[src/rtl/pgm_tx_sched.sv]
// Pacing scheduler for the packet generator read path: paces replays of the stored packet,
// tags latency probes, and keeps per-run packet/probe statistics.
//
// state | meaning
// IDLE  | no run; config regs writable, waiting for start
// REQ   | requesting a packet from the reader (tx_req while not almost-full)
// XMIT  | reader accepted, waiting for EOP (tx_done)
// GAP   | inter-packet gap countdown before the next request
// FIN   | one-cycle end-of-run, run_finish asserted
module pgm_tx_sched #(
    parameter int GAP_W   = 32,
    parameter int PROBE_W = 32,
    parameter int TOTAL_W = 64
) (
    input  logic               clk,
    input  logic               rst_n,
    input  logic               cfg_wr,
    input  logic [1:0]         cfg_addr,
    input  logic [63:0]        cfg_wdata,
    output logic               tx_req,
    output logic               tx_probe,
    input  logic               tx_ack,
    input  logic               tx_done,
    input  logic               tx_alf,
    output logic               sched_busy,
    output logic               run_finish,
    output logic [TOTAL_W-1:0] sent_pkt_cnt,
    output logic [31:0]        sent_probe_cnt
);

    typedef enum logic [2:0] {S_IDLE, S_REQ, S_XMIT, S_GAP, S_FIN} state_t;

    state_t               state, state_nxt;
    logic [GAP_W-1:0]     gap_cycles;
    logic [PROBE_W-1:0]   probe_every;
    logic [TOTAL_W-1:0]   pkt_total;
    logic [GAP_W-1:0]     gap_cnt;
    logic [PROBE_W-1:0]   since_probe;
    logic                 stop_pend;

    logic                 cfg_ctrl, cfg_start, cfg_stop;
    logic                 is_probe, req_nxt;
    logic [TOTAL_W-1:0]   pkt_cnt_inc;

    assign cfg_ctrl    = cfg_wr && (cfg_addr == 2'd3);
    assign cfg_stop    = cfg_ctrl && cfg_wdata[1];
    assign cfg_start   = cfg_ctrl && cfg_wdata[0] && !cfg_wdata[1];
    assign is_probe    = (probe_every != '0) && (since_probe == probe_every);
    assign pkt_cnt_inc = sent_pkt_cnt + TOTAL_W'(1);

    always_comb begin
        state_nxt = state;
        case (state)
            S_IDLE: if (cfg_start) state_nxt = S_REQ;
            S_REQ: begin
                if (tx_req && tx_ack)  state_nxt = S_XMIT;
                else if (cfg_stop)     state_nxt = S_IDLE;
            end
            S_XMIT: begin
                if (tx_done) begin
                    if ((pkt_total != '0) && (pkt_cnt_inc == pkt_total)) state_nxt = S_FIN;
                    else if (stop_pend || cfg_stop)                      state_nxt = S_FIN;
                    else if (gap_cycles <= GAP_W'(1))                    state_nxt = S_REQ;
                    else                                                 state_nxt = S_GAP;
                end
            end
            // REQ is entered exactly gap_cycles cycles after the tx_done cycle
            S_GAP: begin
                if (cfg_stop)                                state_nxt = S_IDLE;
                else if (gap_cnt == gap_cycles - GAP_W'(1))  state_nxt = S_REQ;
            end
            S_FIN:   state_nxt = S_IDLE;
            default: state_nxt = S_IDLE;
        endcase
    end

    assign req_nxt = (state == S_REQ) && (state_nxt == S_REQ) && !tx_alf;

    always_ff @(posedge clk or negedge rst_n) begin
        if (!rst_n) begin
            state          <= S_IDLE;
            tx_req         <= 1'b0;
            tx_probe       <= 1'b0;
            sched_busy     <= 1'b0;
            run_finish     <= 1'b0;
            gap_cycles     <= '0;
            probe_every    <= '0;
            pkt_total      <= '0;
            gap_cnt        <= '0;
            since_probe    <= '0;
            stop_pend      <= 1'b0;
            sent_pkt_cnt   <= '0;
            sent_probe_cnt <= '0;
        end else begin
            state      <= state_nxt;
            tx_req     <= req_nxt;
            tx_probe   <= req_nxt && is_probe;
            sched_busy <= (state_nxt != S_IDLE);
            run_finish <= (state_nxt == S_FIN);

            if (cfg_wr && (state == S_IDLE)) begin
                case (cfg_addr)
                    2'd0:    gap_cycles  <= cfg_wdata[GAP_W-1:0];
                    2'd1:    probe_every <= cfg_wdata[PROBE_W-1:0];
                    2'd2:    pkt_total   <= cfg_wdata[TOTAL_W-1:0];
                    default: ;
                endcase
            end

            if (state == S_IDLE)
                stop_pend <= 1'b0;
            else if (cfg_stop && ((state == S_XMIT) || (state_nxt == S_XMIT)))
                stop_pend <= 1'b1;

            if ((state == S_IDLE) && cfg_start) begin
                sent_pkt_cnt   <= '0;
                sent_probe_cnt <= '0;
                since_probe    <= '0;
            end else if ((state == S_XMIT) && tx_done) begin
                sent_pkt_cnt <= pkt_cnt_inc;
                if (is_probe) begin
                    sent_probe_cnt <= sent_probe_cnt + 32'd1;
                    since_probe    <= '0;
                end else if (since_probe != probe_every) begin
                    since_probe <= since_probe + PROBE_W'(1);
                end
            end

            if (state == S_XMIT)     gap_cnt <= GAP_W'(1);
            else if (state == S_GAP) gap_cnt <= gap_cnt + GAP_W'(1);
        end
    end

endmodule

[config.mk]
export PLATFORM = sky130hd
export DESIGN_NAME = pgm_tx_sched
export DESIGN_NICKNAME = d
export VERILOG_FILES = /design/src/rtl/pgm_tx_sched.sv
export SDC_FILE = /design/constraint.sdc
export NUM_CORES = 1
export LEC_CHECK = 0
export CORE_MARGIN = 4
export CORE_UTILIZATION = 36
export CTS_CLUSTER_SIZE = 10
export DETAILED_ROUTE_END_ITERATION = 12
export PLACE_DENSITY = 0.63
export SETUP_SLACK_MARGIN = 0.2
export SLEW_MARGIN = 15
export SYNTH_ARGS = -nofsm -noshare
export SYNTH_HDL_FRONTEND = slang
export SYNTH_SLANG_ARGS = --single-unit
[constraint.sdc]
create_clock -name clk -period 7.3 [get_ports clk]
set_clock_uncertainty 0.1 [all_clocks]
set_input_delay 1.095 -clock clk [delete_from_list [all_inputs] [get_ports clk]]
set_output_delay 1.095 -clock clk [all_outputs]
set_load 0.05 [all_outputs]
# Yosys cells after proc, flatten, opt, wreduce, memory -nomap -nowiden
# Cells that the tools add are included.
[classes]
add_sub_neg = 5
mul = 0
div_mod_pow = 0
magnitude_cmp = 1
n_eq_ne = 13
shifts = 0
muxes = 23
bitwise = 0
n_reduce_logical = 33
[op_table]
columns = ["operator", "count"]
rows = [
  ["two-way mux 32 bit", 9],
  ["two-way mux 64 bit", 2],
  ["adder 32 x 1 -> 32 bit, second input constant", 3],
  ["adder 64 x 1 -> 64 bit, second input constant", 1],
  ["equality test 32 bit", 2],
  ["equality test 64 bit", 1],
  ["nonzero test 64 bit", 1],
  ["<= comparator 32 x 1 -> 1 bit, second input constant", 1],
  ["inequality test 32 bit", 1],
  ["nonzero test 32 bit", 1],
  ["subtractor 32 x 1 -> 32 bit, second input constant", 1],
  ["two-way mux 3 bit", 8],
  ["logical AND 1 bit", 14],
  ["case mux 3 bit (4 select lines)", 1],
  ["AND reduction 2 bit", 5],
  ["equality test 3 x 2 -> 1 bit, second input constant", 3],
  ["nonzero test 2 bit", 4],
  ["equality test 3 x 1 -> 1 bit, second input constant", 2],
  ["nonzero test 3 bit", 2],
  ["equality test 2 bit, second input constant", 2],
  ["equality test 3 bit, second input constant", 1],
  ["zero test 3 bit", 1],
  ["equality test 2 x 1 -> 1 bit, second input constant", 1],
  ["zero test 1 bit", 2],
  ["other kinds (4)", 6],
]
[word_totals]
reg_bits = 296
latchBits = 0
ramBits = 0
rom_bits = 0
memories = 0

# Longest topological paths before layout
[depth]
depth_word = 13
ltp_mapped = 12

# Least setup slack after synthesis
# Ideal clock, no wire load.
[synth_timing]
path_kind = "register -> register"
startpoint = "register sent_pkt_cnt[12]"
endpoint = "register state[1]"
setup_ns = 0.125
t_arrival_ns = 3.377
path_slack_ns = 3.698
path_stages_with_launch = 13
path_buffers = 3
synth_period_minus_slack_ns = 3.602
path_cell_list = "dfrtp_1 > buf_4 > nand4_4 > or4_1 > buf_2 > or4_4 > buf_6 > nor3_2 > o211ai_1 > nand3b_1 > or4_1 > o31ai_2 > nand2_1"
[synth_via]
elab_chain_cells = 6
[synth_lines]
columns = ["element", "line", "source"]
rows = [
  ["start, declared", "27", "output logic [TOTAL_W-1:0] sent_pkt_cnt,"],
  ["start signal, assigned", "120", "sent_pkt_cnt <= pkt_cnt_inc;"],
  ["adder 64 x 1 -> 64 bit", "49", "assign pkt_cnt_inc = sent_pkt_cnt + TOTAL_W'(1);"],
  ["equality test 64 bit", "61", "if ((pkt_total != '0) && (pkt_cnt_inc == pkt_total)) state_nxt = S_FIN;"],
  ["logical AND 1 bit", "61", ""],
  ["two-way mux 3 bit", "61", ""],
  ["two-way mux 3 bit", "60", "if (tx_done) begin"],
  ["case mux 3 bit (4 select lines)", "53", "case (state)"],
  ["named net state_nxt[1]", "33", "state_t state, state_nxt;"],
  ["end signal, assigned", "95", "state <= state_nxt;"],
  ["end, declared", "33", ""],
]
# The timed path passes the listed nets, and every way through them passes these cells.
# A chain may end at the register's enable or synchronous reset.

# Worst setup path in the final report
[layout_timing]
startpoint = "register sent_pkt_cnt[3]"
endpoint = "register state[1]"
# The elaborated chain is that of the path after synthesis.

==> metrics <==
layout filler cell count=4,575; Post-CTS Resized=0; Worst Hold Class=reg -> reg; syn avg cell area=9.40 sq um; fin crit period=4280 ps; H-Tree Depth=2; DRC viols=0; Synth Area in XOR/XNOR=11.9%; number of synthesized flops with an enable pin=0; Critical Path RT=7660 ps; Syn-to-layout area delta=19.1%; Crit-path slowest cell=dfrtp_1; final hold vios=0; Post-Layout Cell Count=2,627; Max Cap Viol=0; cts bufs inserted=38; synthesized area=0.0176 sq mm; clock share of power=approximately 28%; synthesis-stage register bit count=296; share of the yosys chip area belonging to registers=between 40% and 50%; synth warn=0; worst-margin pin slew=roughly 1100 ps; Synth area leader=dfrtp_1; Initial Utilization=36.6%; Final Cycle Share=58.6%; FF-to-FF Start=sent_pkt_cnt[3]; Synth Flop Type=dfrtp_1; post-synthesis mux area share=8.73%; Post-Synth Simple-Gate Area=22.8%; Final Max Tran Viols=0; hold_sp=sent_probe_cnt[31]; 1st-iter DRT viols=1,332; IO Port Bufs=about 170; Sink Count=296; Detail Placement HPWL=43,900 microns; Slew Limit Headroom=23.9%; critical-path cell list=nand3_1 > nor2_1 > nand4_1 > nor3_1 > a31o_2 > or3b_2 > or4_1 > o31ai_2 > nand2_1; Flop pwr share=about two fifths; critical path class=reg -> reg; Switching Fraction=37.4%; total negative slack=0 ps; share of cells above drive strength 1=11.2%; Detailed Route WL=58,700 microns; clk slew on worst S/H paths=60 ps; Peak VDD IR=0.150 mV; Startpoint Class=flop; placed cells=2,571; first-pass GRT wire length=91,300 microns; antenna-violating nets left=0; core area=0.0479 sq mm; Buf/Inv on CP=0; largest family of logic cells by synthesized area=simple AND/OR/NAND/NOR gates; initial antenna violation count=0; cell family with most CP delay=simple AND/OR/NAND/NOR gates; Synth async-reset ratio=100%; Critical path origin=sent_pkt_cnt[3]; vias in the first global route=15,300; Clock Path Buffers=3; worst path arrival time=around 4600 ps; first-pass iteration count of the detailed router=5; DR vias=15,500; Syn Nets=1,946; CTS tree=yes; Psw=approximately 2.4 mW; GRT overflow=0; die outline width=229 microns; status=complete, no violations; P_leak=7.96 nW; Die Y=229 microns; Syn Inst Count=approximately 1,900; combinational share of power=30.8%; wire length per cell=22.4 microns; Skew-Pair Late Insertion Delay=570 ps; Post-CTS Setup Bufs=0; critical-path maximum fanout=15; setup violators final=0; Global Route Usage Sum=a little over a fifth; largest net degree at the start of global routing=181; Synth Area in Adders=less than 1%; Inserted Diodes=0; Compound-Gate Fraction of Synth Area=10.9%; IO Pins=172; GPL Wtd Cong=0.953; layout net count=2,074; post-synthesis cell type count=78; Vias/cell=5.90; top-area cell type share of the netlist area=42.2%; internal power=4.04 mW; PD cells=just over 300 mW/mm^2; top post-synthesis cells by area=dfrtp_1 (42%), mux2_2 (8.3%), xnor2_1 (7.4%); max incr delay on CP=600 ps; full die area=0.0524 sq mm; RSZ-0062 raised after global routing=no; Highest Clock Rate=between 200 and 250 MHz; CTS Hold Bufs=0; Core Rows=80; clk root buf=clkbuf_16; Setup crit end kind=flop
## path summary, 6_finish.rpt
check | end | slack [ps] | depth (start not counted)
setup / recovery | state[1] | 3020 | 9
hold / removal | sent_probe_cnt[31] | 440 | 2
setup reg to reg | state[1] | 3020 | 9
hold reg to reg | sent_probe_cnt[31] | 440 | 2
max in group asynchronous | sent_pkt_cnt[34] | 4970 | 2
min in group asynchronous | stop_pend | 480 | 1
## through the flow
stage	util, %	worst slack, ps	power, mW	area (sq um)	hold slack [ps]
detailed placement	41.2	2650	4.64	19800	427
CTS	43.6	3060	6.47	20900	443
floorplan	-	3700	3.91	17600	387
global route	43.6	2690	6.79	20900	469
finish	43.6	3020	6.45	20900	437
global placement	41.2	2740	4.60	19800	424
## worst register-to-register path, delay by kind of cell, from the launching register on
family / cells / cell delay [ps]
AO/OA/AOI/OAI: 2 / 490
flip-flops: 1 / 600
AND/OR/NAND/NOR: 7 / 2980
## routing by layer
| metal | vias to the layer above | track usage, % | part of all wire, % |
|---|---|---|---|
| met5 | - | 0 | 0 |
| met4 | 0 | 7.42 | 3.2 |
| met3 | 102 | 3.09 | 6.3 |
| met2 | 583 | 36.6 | 48 |
| met1 | 7740 | 29.1 | 43 |
| li1 | 7080 | - | - |
## power groups by stage
stage          logic, mW  registers, mW  clock network (mW)
2_1_floorplan       1.46           2.46                   0
3_3_place_gp        1.93           2.66                   0
3_5_place_dp        1.97           2.68                   0
4_1_cts             1.98           2.65                1.84
5_1_grt             2.16           2.72                1.91
6_report            1.99           2.67                1.80
## sequential cells by signal (all words and copies together), names as in the netlist
name / cells
pkt_total: 64
sent_pkt_cnt: 64
gap_cnt: 32
gap_cycles: 32
probe_every: 32
sent_probe_cnt: 32
since_probe: 32
state: 3
run_finish: 1
sched_busy: 1
stop_pend: 1
tx_probe: 1
tx_req: 1
## cells in the final DEF (no fill, tap or decap), drive strengths merged, types with 79 or more instances in the layout
master | synthesis | routed
nand2 | 150 | 150
nand4 | 88 | 88
mux2 | 129 | 129
dfrtp | 296 | 296
clkdlybuf4s50 | 0 | 170
o21ai | 119 | 119
nor2 | 155 | 155
xor2 | 87 | 87
nor4 | 79 | 79
xnor2 | 149 | 149
nand3 | 91 | 91
## cell families after synthesis
| family | Yosys count |
|---|---|
| xor gates and xnor gates | 237 |
| and+or+nand+nor | 761 |
| buffers and inverters | 124 |
| adders and majority gates | 6 |
| muxes | 137 |
| DFF | 296 |
| AOI/OAI and AO/OA | 307 |
## cell type report
class / instances / area [sq um] / share of cell area [%]
clock buffer: 48 / 1020 / 4.87
clock inverter: 8 / 143 / 0.682
inverter: 24 / 90.1 / 0.431
multi-input combinational: 1448 / 9630 / 46.0
sequential: 296 / 7410 / 35.4
tap: 615 / 769 / 3.68
timing repair buffer: 188 / 1860 / 8.88
## cell usage after synthesis (all sizes together), types with 31 or more instances
master	number
nor3	39
nor4	79
nand3	91
nor2	155
a21oi	57
o31ai	37
xor2	87
clkbuf	72
nand4	88
dfrtp	296
nand2	150
o21ai	119
xnor2	149
mux2	129
and3	31
Power figures use the tool's default switching activity.
